[src/rtl/regfile_scoreboard.sv]
// Integer register file with per-register busy scoreboard and busy count.
// Define REGFILE_BYPASS_EN for write-through forwarding from the WB port.
module regfile_scoreboard #(
  parameter int XLEN  = 32,
  parameter int NREGS = 32,
  parameter int NRD   = 2,
  localparam int AW   = $clog2(NREGS)
) (
  input  logic              clk,
  input  logic              rst_n,
  input  logic [NRD*AW-1:0] rd_addr,
  output logic [NRD*XLEN-1:0] rd_data,
  output logic [NRD-1:0]    rd_busy,
  input  logic              iss_valid,
  input  logic [AW-1:0]     iss_rd,
  input  logic              wb_en,
  input  logic [AW-1:0]     wb_rd,
  input  logic [XLEN-1:0]   wb_data,
  input  logic              flush,
  output logic [AW:0]       busy_cnt
);

  logic [XLEN-1:0]  regs [NREGS];
  logic [NREGS-1:0] busy;
  logic [NREGS-1:0] busy_nx;
  logic [AW:0]      cnt_nx;

  // Issue is applied after WB clear so a new producer wins.
  always_comb begin
    busy_nx = busy;
    if (flush) begin
      busy_nx = '0;
    end else begin
      if (wb_en) busy_nx[wb_rd] = 1'b0;
      if (iss_valid && iss_rd != '0)
        busy_nx[iss_rd] = 1'b1;
    end
    cnt_nx = '0;
    for (int r = 0; r < NREGS; r++)
      cnt_nx = cnt_nx + {{AW{1'b0}}, busy_nx[r]};
  end

  always_ff @(posedge clk) begin
    if (!rst_n) begin
      for (int r = 0; r < NREGS; r++)
        regs[r] <= '0;
      busy     <= '0;
      busy_cnt <= '0;
    end else begin
      if (wb_en && wb_rd != '0)
        regs[wb_rd] <= wb_data;
      busy     <= busy_nx;
      busy_cnt <= cnt_nx;
    end
  end

  for (genvar i = 0; i < NRD; i++) begin : g_rd
    logic [AW-1:0] a;
    logic          hit;
    assign a = rd_addr[i*AW +: AW];
`ifdef REGFILE_BYPASS_EN
    assign hit = wb_en && (wb_rd == a)
                 && (a != '0);
`else
    assign hit = 1'b0;
`endif
    assign rd_data[i*XLEN +: XLEN] =
      (!rst_n || a == '0) ? '0 :
      hit ? wb_data : regs[a];
    assign rd_busy[i] = rst_n && !hit
                        && busy[a];
  end

endmodule

[config.mk]
export PLATFORM = sky130hd
export DESIGN_NAME = regfile_scoreboard
export DESIGN_NICKNAME = d
export VERILOG_FILES = /design/src/rtl/regfile_scoreboard.sv
export SDC_FILE = /design/constraint.sdc
export NUM_CORES = 2
export LEC_CHECK = 0
export BUFFER_PORTS_ARGS = -buffer_cell sky130_fd_sc_hd__buf_4
export CORE_MARGIN = 1
export CORE_UTILIZATION = 30
export CTS_BUF_LIST = sky130_fd_sc_hd__clkbuf_4
export CTS_CLUSTER_SIZE = 25
export DETAILED_ROUTE_END_ITERATION = 7
export PLACE_DENSITY = 0.55
export REMOVE_ABC_BUFFERS = 1
export SLEW_MARGIN = 15
export SYNTH_ARGS = -nofsm -noshare
export SYNTH_HDL_FRONTEND = slang
export SYNTH_SLANG_ARGS = --single-unit
[constraint.sdc]
create_clock -name clk -period 8.5 [get_ports clk]
set_clock_uncertainty 0.2 [all_clocks]
set_input_delay 2.125 -clock clk [delete_from_list [all_inputs] [get_ports clk]]
set_output_delay 2.125 -clock clk [all_outputs]
set_load 0.03 [all_outputs]
==> results_dict.tcl <==
set metrics [dict create \
    cts_max_path_buffers 4 \
    first_pass_iters 5 \
    powerDensity_nw_per_um2 191.9 \
    r2r_start "busy[15]" \
    gp_congestion 0.8940 \
    worst-endpoint-required_ns 6.18 \
    worst_pin_slew_ns 1.197 \
    grt_use_total_pct 22.22 \
    synth_edf_count 1024 \
    vias_per_cell 5.571 \
    die_area_um2 193100 \
    crit_path_start_kind "primary input" \
    start_util_pct 30.18 \
    netlist_area_um2 57390 \
    synth_top_cell_area_share_pct 53.58 \
    critPathLaunch "rd_addr[6]" \
    numCtsBuffers 315 \
    arrival_ns 5.04 \
    tns_ns 0 \
    pin_count 129 \
    seq_area_frac_synth_pct 54.91 \
    die_h_um 439.4 \
    worst-setup-path-type "in -> out" \
    worstHoldStart "busy[14]" \
    synth-warning-count 0 \
    synth.largest_area_cell "edfxtp_1" \
    synth_cell_types 50 \
    max_freq_mhz 135.8 \
    tritoncts "yes" \
    clkTransAtPathRegs_ns 0.07 \
    ir_drop_mv 0.08336 \
    core_area_um2 190200 \
    worst-path-max-fanout 25 \
    synth_ff_type "edfxtp_1" \
    cts.sinks 1062 \
    root_buffer "clkbuf_4" \
    grt_overflow 0 \
    drtIter0Drc 5071 \
    totalWireLength_mm 218.3 \
    period_needed_ns 7.364 \
    dpl_worst_slack_ns 0.8081 \
    post_cts_resized 0 \
    htreeDepth 5 \
    ctsHoldBuffers 0 \
    via_count 38470 \
    fillerInstances 18470 \
    regArea_um2 31510 \
    grt_pass1_wl_mm 298.5 \
    antenna_found_initial 35 \
    drive_above_1_share_pct 29.01 \
    outcome "finished, final reports clean" \
    drc_errors 0 \
    setup_viol 0 \
    grt_max_degree 105 \
    endpoint_kind "output pin" \
    grt_setup_unrepaired "no" \
    layout_common_cells "edfxtp_1 (1024), and2_1 (1008), clkbuf_4 (459)" \
    syn_area_per_cell_um2 14.47 \
    hold_path_class "reg -> reg" \
    leakage_nw 23.23 \
    antenna_left 0 \
    cts_setup_buffers 0 \
    period_share_pct 86.63 \
    fin_nets 4267 \
    hold_violations 0 \
    final_common_cell "edfxtp_1" \
    yosys-top-cells-area "edfxtp_1 (54%), mux4_2 (17%), and2_1 (11%), mux2i_1 (5.7%), clkbuf_1 (1.7%)" \
    grt_pass1_vias 38320 \
    multi_input_area_um2 24620 \
    rows 160 \
    die_x_um 439.4 \
    maxSlewViolCount 0 \
    cap_violations 0 \
    port-buffer-count 128 \
    synth.ff_latch_count 1062 \
    max_slew_margin_pct 20.02 \
    synth_cells 3966 \
    wire_per_inst_um 31.61 \
    setup_slack_ns 1.136 \
    dpl.hpwl_mm 129.8 \
    async_flop_share_pct 0 \
    clock_latency_ns 1.29 \
    syn_to_final_growth_pct 14.25 \
]
-- cell usage after synthesis (23+ instances only) --
| cell type | instances |
|---|---|
| clkbuf_1 | 255 |
| buf_6 | 23 |
| o21ai_0 | 65 |
| nor2_1 | 61 |
| mux2i_1 | 326 |
| or2_1 | 33 |
| buf_4 | 23 |
| a21oi_1 | 48 |
| a221oi_1 | 48 |
| nand2_1 | 85 |
| dfxtp_1 | 38 |
| buf_2 | 92 |
| mux4_2 | 432 |
| and2_1 | 1009 |
| edfxtp_1 | 1024 |
| inv_1 | 26 |
| o22ai_1 | 97 |
| a31oi_1 | 31 |
| o21ai_1 | 23 |
| a21boi_0 | 23 |
| fa_1 | 24 |
| a22oi_1 | 56 |
-- state kept, by name, summed over array words and instances, names as in the netlist --
signal	flops
regs	1024
busy_cnt	6
busy	32
-- kinds of logic (layout without fill, tap and decap cells) --
group	after synthesis	after routing	share of synthesized area, %
buffers and inverters	438	815	3.521
muxes	769	769	22.85
AOI/OAI and AO/OA	429	429	4.860
adders and majority gates	31	31	0.9898
DFF	1062	1062	54.91
other	1	52	0.006534
xor gates and xnor gates	2	2	0.03053
and+or+nand+nor	1234	1234	12.83
-- routing by layer --
layer	vias to the layer above	track usage, %	part of all wire, %
met5	-	0	0.017
met1	19910	30.10	40
li1	15700	-	-
met4	8	8.896	3.8
met3	476	5.193	11
met2	2366	34.21	46
-- through the flow --
| step | hold WS (ns) | util, % | power (mW) | std cells | instance area (µm²) |
|---|---|---|---|---|---|
| finish | 0.4595 | 34.48 | 12.58 | 6905 | 65570 |
| global placement | 0.4498 | 32.49 | 7.850 | 6372 | 61790 |
| CTS | 0.4615 | 34.45 | 12.64 | 6885 | 65520 |
| global route | 0.4964 | 34.46 | 12.98 | 6895 | 65540 |
| floorplan | 0.3427 | - | 7.019 | 3586 | 55590 |
| detailed placement | 0.4440 | 32.50 | 7.871 | 6373 | 61820 |
-- cell type report --
| type | count | area share [%] |
|---|---|---|
| Sequential cell | 1062 | 48.06 |
| Clock inverter | 53 | 0.3893 |
| Tap cell | 2511 | 4.792 |
| Clock buffer | 459 | 5.255 |
| Multi-Input combinational cell | 2497 | 37.56 |
| Inverter | 27 | 0.1565 |
| Antenna cell | 20 | 0.07633 |
| Timing Repair Buffer | 276 | 3.717 |
-- power breakdown --
group / leakage (nW) / total, mW / internal (mW) / switching, mW
clock network: 2.24 / 4.81 / 2.50 / 2.31
registers: 10.1 / 6.16 / 6.02 / 0.143
logic: 10.9 / 1.61 / 0.623 / 0.991
-- worst max-delay path, cell delays in order --
cell	delay [ns]
buf_8	0.16
nor3_1	0.77
or3_2	0.75
buf_4	0.42
o22ai_1	0.10
or2_1	0.38
buf_4	0.22
-- final timing paths --
path	to	slack, ns	cells after the start
worst max register to register	busy_cnt[4]	3.31	18
worst max-delay path	rd_data[34]	1.14	7
worst min-delay path	busy[14]	0.46	3
worst min register to register	busy[14]	0.46	3
Note: power is estimated with default switching activity, not from simulation.
